## src/rtl/systolic_loader_pkg.sv

```systemverilog
// Shared definitions for the systolic array feeder and its downstream peers.
package systolic_pkg;

    localparam int DATA_W_DEF  = 8;
    localparam int FRAME_LEN   = 8;
    localparam int IDX_A_LAST  = 3;
    localparam int TIMEOUT_DEF = 15;
    localparam int IDX_W       = 3;
    localparam int CNT_W       = 8;

    typedef enum logic [1:0] {
        ST_LOAD = 2'd0,
        ST_FIRE = 2'd1,
        ST_WAIT = 2'd2
    } state_t;

    // True when the operand index points at the final byte slot of a frame.
    function automatic logic is_frame_end(input logic [IDX_W-1:0] idx);
        return idx == IDX_W'(FRAME_LEN - 1);
    endfunction

endpackage

```

## src/rtl/systolic_loader_if.sv

```systemverilog
// Byte-stream handshake feeding the systolic loader.
interface systolic_loader_if
    import systolic_pkg::*;
#(
    parameter int DATA_W = DATA_W_DEF
) ();

    logic [DATA_W-1:0] in_data;
    logic              in_valid;
    logic              in_last;
    logic              in_ready;

    modport master (
        output in_data,
        output in_valid,
        output in_last,
        input  in_ready
    );

    modport slave (
        input  in_data,
        input  in_valid,
        input  in_last,
        output in_ready
    );

endinterface

```

## src/rtl/systolic_loader.sv

```systemverilog
// Assembles an 8-byte frame (A row-major, then B row-major) into held
// operand registers, launches the 2x2 systolic array and supervises it.
module systolic_loader
    import systolic_pkg::*;
#(
    parameter int DATA_W  = DATA_W_DEF,
    parameter int TIMEOUT = TIMEOUT_DEF
) (
    input  logic              clk,
    input  logic              rst,
    systolic_loader_if.slave  s,
    output logic [DATA_W-1:0] A00,
    output logic [DATA_W-1:0] A01,
    output logic [DATA_W-1:0] A10,
    output logic [DATA_W-1:0] A11,
    output logic [DATA_W-1:0] B00,
    output logic [DATA_W-1:0] B01,
    output logic [DATA_W-1:0] B10,
    output logic [DATA_W-1:0] B11,
    output logic              start,
    input  logic              arr_done,
    output logic              busy,
    output logic              mat_done,
    output logic              frame_err,
    output logic              timeout_err
);

    localparam int B_BASE = IDX_A_LAST + 1;

    state_t                            state_r;
    logic [IDX_W-1:0]                  idx_r;
    logic [CNT_W-1:0]                  cnt_r;
    logic [FRAME_LEN-1:0][DATA_W-1:0]  ops_r;
    logic                              start_r;
    logic                              busy_r;
    logic                              mat_done_r;
    logic                              frame_err_r;
    logic                              timeout_err_r;
    logic                              accept_s;
    logic                              tmo_hit_s;

    // Only LOAD takes bytes; no buffering exists beyond the operand file.
    assign s.in_ready = (state_r == ST_LOAD);
    assign accept_s   = s.in_valid && (state_r == ST_LOAD);
    assign tmo_hit_s  = (cnt_r == CNT_W'(TIMEOUT - 1));

    // Frame assembly, launch pulse and completion/timeout sequencing.
    always_ff @(posedge clk or posedge rst) begin
        if (rst) begin
            state_r       <= ST_LOAD;
            idx_r         <= '0;
            cnt_r         <= '0;
            ops_r         <= '0;
            start_r       <= 1'b0;
            busy_r        <= 1'b0;
            mat_done_r    <= 1'b0;
            frame_err_r   <= 1'b0;
            timeout_err_r <= 1'b0;
        end else begin
            start_r       <= 1'b0;
            mat_done_r    <= 1'b0;
            frame_err_r   <= 1'b0;
            timeout_err_r <= 1'b0;
            case (state_r)
                ST_LOAD: begin
                    if (accept_s) begin
                        // The byte is stored even if the frame turns out bad;
                        // a bad frame simply never reaches FIRE.
                        ops_r[idx_r] <= s.in_data;
                        if (is_frame_end(idx_r)) begin
                            idx_r <= '0;
                            if (s.in_last) begin
                                state_r <= ST_FIRE;
                                start_r <= 1'b1;
                                busy_r  <= 1'b1;
                            end else begin
                                frame_err_r <= 1'b1;
                            end
                        end else if (s.in_last) begin
                            idx_r       <= '0;
                            frame_err_r <= 1'b1;
                        end else begin
                            idx_r <= idx_r + IDX_W'(1);
                        end
                    end else begin
                        idx_r <= idx_r;
                    end
                end
                ST_FIRE: begin
                    state_r <= ST_WAIT;
                    cnt_r   <= '0;
                end
                ST_WAIT: begin
                    cnt_r <= cnt_r + CNT_W'(1);
                    // Done takes priority over a coincident timeout.
                    if (arr_done) begin
                        mat_done_r <= 1'b1;
                        busy_r     <= 1'b0;
                        state_r    <= ST_LOAD;
                    end else if (tmo_hit_s) begin
                        timeout_err_r <= 1'b1;
                        busy_r        <= 1'b0;
                        state_r       <= ST_LOAD;
                    end else begin
                        state_r <= ST_WAIT;
                    end
                end
                default: begin
                    state_r <= ST_LOAD;
                    idx_r   <= '0;
                    busy_r  <= 1'b0;
                end
            endcase
        end
    end

    assign A00         = ops_r[0];
    assign A01         = ops_r[1];
    assign A10         = ops_r[2];
    assign A11         = ops_r[IDX_A_LAST];
    assign B00         = ops_r[B_BASE];
    assign B01         = ops_r[B_BASE + 1];
    assign B10         = ops_r[B_BASE + 2];
    assign B11         = ops_r[B_BASE + 3];
    assign start       = start_r;
    assign busy        = busy_r;
    assign mat_done    = mat_done_r;
    assign frame_err   = frame_err_r;
    assign timeout_err = timeout_err_r;

endmodule
```

## src/flat_wrapper.sv

```systemverilog
// flat-port wrapper written by rule: the top's interface ports become plain ports
module systolic_loader_flat import systolic_pkg::*;
#(
    parameter int DATA_W  = DATA_W_DEF,
    parameter int TIMEOUT = TIMEOUT_DEF
)
  (clk, rst, A00, A01, A10, A11, B00, B01, B10, B11, start, arr_done, busy, mat_done, frame_err, timeout_err, s_in_data, s_in_valid, s_in_last, s_in_ready);
  systolic_loader_if #(.DATA_W(DATA_W)) s_i ();
  input  logic clk;
  input  logic rst;
  output logic [DATA_W-1:0] A00;
  output logic [DATA_W-1:0] A01;
  output logic [DATA_W-1:0] A10;
  output logic [DATA_W-1:0] A11;
  output logic [DATA_W-1:0] B00;
  output logic [DATA_W-1:0] B01;
  output logic [DATA_W-1:0] B10;
  output logic [DATA_W-1:0] B11;
  output logic start;
  input  logic arr_done;
  output logic busy;
  output logic mat_done;
  output logic frame_err;
  output logic timeout_err;
  input wire logic [$bits(s_i.in_data)-1:0] s_in_data;
  input wire logic [$bits(s_i.in_valid)-1:0] s_in_valid;
  input wire logic [$bits(s_i.in_last)-1:0] s_in_last;
  output wire logic [$bits(s_i.in_ready)-1:0] s_in_ready;
  assign s_i.in_data = s_in_data;
  assign s_i.in_valid = s_in_valid;
  assign s_i.in_last = s_in_last;
  assign s_in_ready = s_i.in_ready;
  systolic_loader #(.DATA_W(DATA_W), .TIMEOUT(TIMEOUT)) u_core (.clk(clk), .rst(rst), .s(s_i), .A00(A00), .A01(A01), .A10(A10), .A11(A11), .B00(B00), .B01(B01), .B10(B10), .B11(B11), .start(start), .arr_done(arr_done), .busy(busy), .mat_done(mat_done), .frame_err(frame_err), .timeout_err(timeout_err));
endmodule
```

## config.mk

```make
export PLATFORM = sky130hd
export DESIGN_NAME = systolic_loader_flat
export DESIGN_NICKNAME = d
export VERILOG_FILES = /design/src/rtl/systolic_loader_pkg.sv /design/src/rtl/systolic_loader_if.sv /design/src/rtl/systolic_loader.sv /design/src/flat_wrapper.sv
export SDC_FILE = /design/constraint.sdc
export NUM_CORES = 1
export LEC_CHECK = 0
export ABC_AREA = 1
export CORE_ASPECT_RATIO = 1.25
export CORE_MARGIN = 2
export CORE_UTILIZATION = 46
export CTS_BUF_LIST = sky130_fd_sc_hd__clkbuf_8
export CTS_CLUSTER_DIAMETER = 150
export DETAILED_ROUTE_END_ITERATION = 7
export GPL_ROUTABILITY_DRIVEN = 1
export PLACE_DENSITY = 0.74
export SLEW_MARGIN = 10
export SYNTH_ARGS = -nofsm -noshare
export SYNTH_HDL_FRONTEND = slang
export SYNTH_SLANG_ARGS = --single-unit
```

## constraint.sdc

```tcl
create_clock -name clk -period 3.2 [get_ports clk]
set_input_delay 0.64 -clock clk [delete_from_list [all_inputs] [get_ports clk]]
set_output_delay 0.64 -clock clk [all_outputs]
set_load 0.05 [all_outputs]
```

# [Yosys cells after proc, flatten, opt, wreduce, memory -nomap -nowiden]
# Index checks and enable logic that the tools add are counted.
[classes] add_sub_neg=2 n_lt_le_gt_ge=2 n_eq_ne=8 n_mux=33 bitwise_logic=2 reduce_logical=9
[ops] cell="$bwmux W64" n=1
[ops] cell="$demux W8 S3" n=1
[ops] cell="$mux W1" n=18
[ops] cell="$pmux W8 S2" n=1
[ops] cell="$mux W2" n=5
[ops] cell="$mux W3" n=3
[ops] cell="$add A8 B1 Y8 const B" n=1
[ops] cell="$eq A8 B4 Y1 const B" n=1
[ops] cell="$mux W8" n=1
[ops] cell="$pmux W2 S3" n=1
[ops] cell="$pmux W3 S2" n=1
[ops] cell="$reduce_and A5 Y1" n=1
[ops] cell="$lt A3 B4 Y1 const B" n=1
[ops] cell="$ne A2 B1 Y1 const B" n=2
[ops] cell="$reduce_and A2 Y1" n=2
[ops] cell="$add A3 B1 Y3 const B" n=1
[ops] cell="$eq A3 B3 Y1 const B" n=1
[ops] cell="$ge A3 B1 Y1 const B" n=1
[ops] cell="$ne A3 B2 Y1 const B" n=1
[ops] cell="$pmux W1 S3" n=1
[ops] cell="$reduce_and A3 Y1" n=1
[ops] cell="$eq A2 B1 Y1 const B" n=1
[ops] cell="$eq A2 B2 Y1 const B" n=1
[ops] cell="$logic_and A1 B1 Y1" n=2
[ops] cell="other kinds (5)" n=6
[totals] reg_bits=82 input_bits=13 output_inout_bits=70 wordCells=72

# [Depth between registers and ports, before layout]
[logic_depth] depth_word=5 depth_mapped=9 depth_no_buf=9

# [Worst setup path after synthesis]
# OpenSTA, ideal clock, no wires.
[synth_path] kind="register to register" start="reg u_core.state_r[0]" end="reg u_core.ops_r (netlist bit u_core.B00[0])" setup_time_ns=0.077 arrival_ns=1.937 t_required_ns=3.123 slack_ns=1.185 stages_incl_launch_ff=9 n_path_buf=2 synth_period_minus_slack_ns=2.015 path_cell_list="dfrtp_1 -> inv_1 -> ha_1 -> buf_4 -> nand3_1 -> nor3_4 -> buf_6 -> nor2_1 -> a21oi_1"
[synth_via] elab_chain_cells=3
[synth_rtl] item="from (decl)" line="systolic_loader.sv:30" rtl="state_t state_r;"
[synth_rtl] item="from (signal assigned)" line="systolic_loader.sv:50" rtl="state_r <= ST_LOAD;"
[synth_rtl] item="from (signal assigned)" line="systolic_loader.sv:73" rtl="state_r <= ST_FIRE;"
[synth_rtl] item="from (signal assigned)" line="systolic_loader.sv:90" rtl="state_r <= ST_WAIT;"
[synth_rtl] item="$logic_not A2 Y1 (*)"
[synth_rtl] item="net s_in_ready" line="flat_wrapper.sv:28" rtl="output wire logic [$bits(s_i.in_ready)-1:0] s_in_ready;"
[synth_rtl] item="$logic_and A1 B1 Y1" line="systolic_loader.sv:44" rtl="assign accept_s = s.in_valid && (state_r == ST_LOAD);"
[synth_rtl] item="$reduce_and A2 Y1 (no line) (*)"
[synth_rtl] item="to (signal, indexed assignment)" line="systolic_loader.sv:69" rtl="ops_r[idx_r] <= s.in_data;"
[synth_rtl] item="to (decl)" line="systolic_loader.sv:33" rtl="logic [FRAME_LEN-1:0][DATA_W-1:0] ops_r;"
# Mark *: on every way through the listed nets, which the timed path passes. The rest lies on a longest branch.
# A chain may end at the register's enable or synchronous reset.

# [Final worst setup path]
[layout_path] start="reg u_core.state_r[0]" end="out s_in_ready"
[layout_via] elab_chain_cells=1
[layout_rtl] item="$logic_not A2 Y1" line="systolic_loader.sv:43" rtl="assign s.in_ready = (state_r == ST_LOAD);"
[layout_rtl] item="to (decl)" line="flat_wrapper.sv:28"
# Every way passes these cells.

==> results_dict.tcl <==
set metrics [dict create \
    status "finished clean" \
    startpoint_type "register" \
    vias_per_cell 4.95 \
    wl_per_cell_um 14.5 \
    dieHeight_um 98.4 \
    ys_seq_area_share_pct 62.6 \
    yosys_warnings 0 \
    ir_drop_uv 745 \
    grt_antenna_before_repair 0 \
    yosys.area_share.simple_pct 16.6 \
    fin_skew_ps 10.3 \
    final.min_clock_period_ps 2740 \
    p_leak_nw 2.04 \
    synth_cell_types 22 \
    drtIter0Drc 75 \
    maxCapViolCount 0 \
    synth_top_family_by_area "simple AND/OR/NAND/NOR gates" \
    crit_type "register to output port" \
    port_buffers 82 \
    setup_viol 0 \
    dp_worst_setup_slack_ps 825 \
    dieArea_um2 7820 \
    fillers 577 \
    final.setup.worst_slack_ps 461 \
    drc 0 \
    fin_hold_ws_ps 492 \
    antenna_left 0 \
    postRouteWirelength_um 7500 \
    syn_inst 337 \
    die_x_um 79.5 \
    tns_ps 0 \
    synth_fa_ha_area_share_pct 3.05 \
    synthesis.nets 358 \
    start_util_pct 47.3 \
    rsz0062_at_grt "false" \
    cts_made_buffers 9 \
    end_kind "output port" \
    io_pins 83 \
    cts_resized 0 \
    relSlewSlack_pct 55.6 \
    grt_max_degree 40 \
    regArea_um2 2050 \
    grt_overflow_total 0 \
    fin_nets 444 \
    synth_area_um2 3280 \
    cts_tree "yes" \
    synth_xor_area_share_pct 0.267 \
    crit_arrival_ps 2100 \
    vias 2558 \
    fmax_mhz 365 \
    multi_input_comb_area_um2 1050 \
    synth.avg_cell_area_um2 9.72 \
    hold_class "register to register" \
    clkSinkCount 82 \
    final_cell_count_no_fill 517 \
    final_cell_mix "clkdlybuf4s50_1 (82), dfrtp_1 (82), nand2_1 (77), o21ai_0 (51), nor2_1 (35)" \
    dp_hpwl_um 5250 \
    yosysTopAreaCellShare_pct 62.6 \
    cts_setup_buffers 0 \
    slew_violations 0 \
    clkLatencyLatePin_ps 350 \
    coreArea_um2 6930 \
    clock-root-buffer "clkbuf_8" \
    crit_path_max_fanout 10 \
    dp.cells 502 \
    antennaDiodeCount 0 \
    dr.pass1.iters 4 \
    finalHoldViolCount 0 \
    worstPathRequired_ps 2560 \
    synth-seq-cells 82 \
    clk_pin_slew_ps 80 \
    grt_pass1_wl_um 12300 \
    yosys-top-cells-area "dfrtp_1 (63%), nand2_1 (8.8%), o21ai_0 (7.8%), nor2_1 (4.0%), a21oi_1 (3.2%)" \
    cts_hold_buf 0 \
    layout-drive-gt1-share_pct 6.56 \
    synth.mux.area_fraction_pct 0 \
    area_growth_pct 35.0 \
    routabilityCongestion 0.836 \
    cts_buffer_depth 2 \
    grtUsageTotal_pct 20.7 \
    synth_compound_area_share_pct 12.2 \
    rows 34 \
    fin_crit_sh_pct 85.6 \
    tightest_slew_ps 665 \
    cts.htree.levels 3 \
    synth_largest_area_cell "dfrtp_1" \
    power_density_nw_per_um2 1020 \
    grt_pass1_vias 2555 \
]
worst max-delay path: stages, from the launching register on:
cell	delay, ps
dfrtp_1	400
inv_1	130
ha_1	360
clkdlybuf4s50_1	870
metal layers:
layer / global-route usage [%] / vias to the layer above / share of wire, %
met1: 25.8 / 1227 / 42
li1: - / 1255 / -
met5: 0 / - / 0
met3: 8.32 / 9 / 8.1
met2: 32.9 / 67 / 48
met4: 6.90 / 0 / 0.95
power by group:
group / switching [mW] / leakage [nW] / internal (mW)
sequential: 0.186 / 1.08 / 1.33
clock: 0.375 / 0.116 / 0.518
combinational: 1.44 / 0.847 / 0.659
metrics by stage:
step	instance area [um2]	util [%]	total power, mW
finish	4420	63.8	4.51
CTS	4420	63.8	4.55
global route	4420	63.8	4.74
detailed placement	4190	60.4	3.64
global placement	4190	60.4	3.61
floorplan	3280	-	2.95
synth_stat cells, drive strengths merged:
cell	number
dfrtp	82
nand2	78
o21ai	51
nor2	36
inv	31
a21oi	21
nand3	9
ha	8
clkbuf	5
nor3	5
buf	4
o22ai	4
a21boi	1
o21a	1
xor2	1
area by class of cell:
cell class                 count  share of cell area [%]
inverter                      31                    2.66
clock buffer                   9                    2.80
multi-input combinational    215                    23.8
clock inverter                 6                    2.60
timing repair buffer          84                    19.2
tap                           90                    2.55
sequential                    82                    46.4
path summary, 6_finish.rpt:
path,start,end,slack (ps),depth (start not counted)
max,u_core.state_r[0],s_in_ready,460,3
min,u_core.busy,u_core.busy,490,2
max reg2reg,u_core.state_r[0],u_core.A10[3],1200,6
min reg2reg,u_core.busy,u_core.busy,490,2
max in group asynchronous,rst,u_core.A10[5],1870,3
min in group asynchronous,rst,u_core.A00[5],680,2
cell families after synthesis:
logic type,count (synthesis)
flops,82
fa+ha+maj,8
buf+inv,40
xor+xnor,1
compound gates,78
simple gates,128
state kept, by name (all words and copies together) (netlist names), 2 cells and up:
name and cells:
u_core.A00 8, u_core.A01 8, u_core.A10 8, u_core.A11 8
u_core.B00 8, u_core.B01 8, u_core.B10 8, u_core.B11 8
u_core.cnt_r 8, u_core.idx_r 3, u_core.state_r 2
Power figures use the tool's default switching activity.
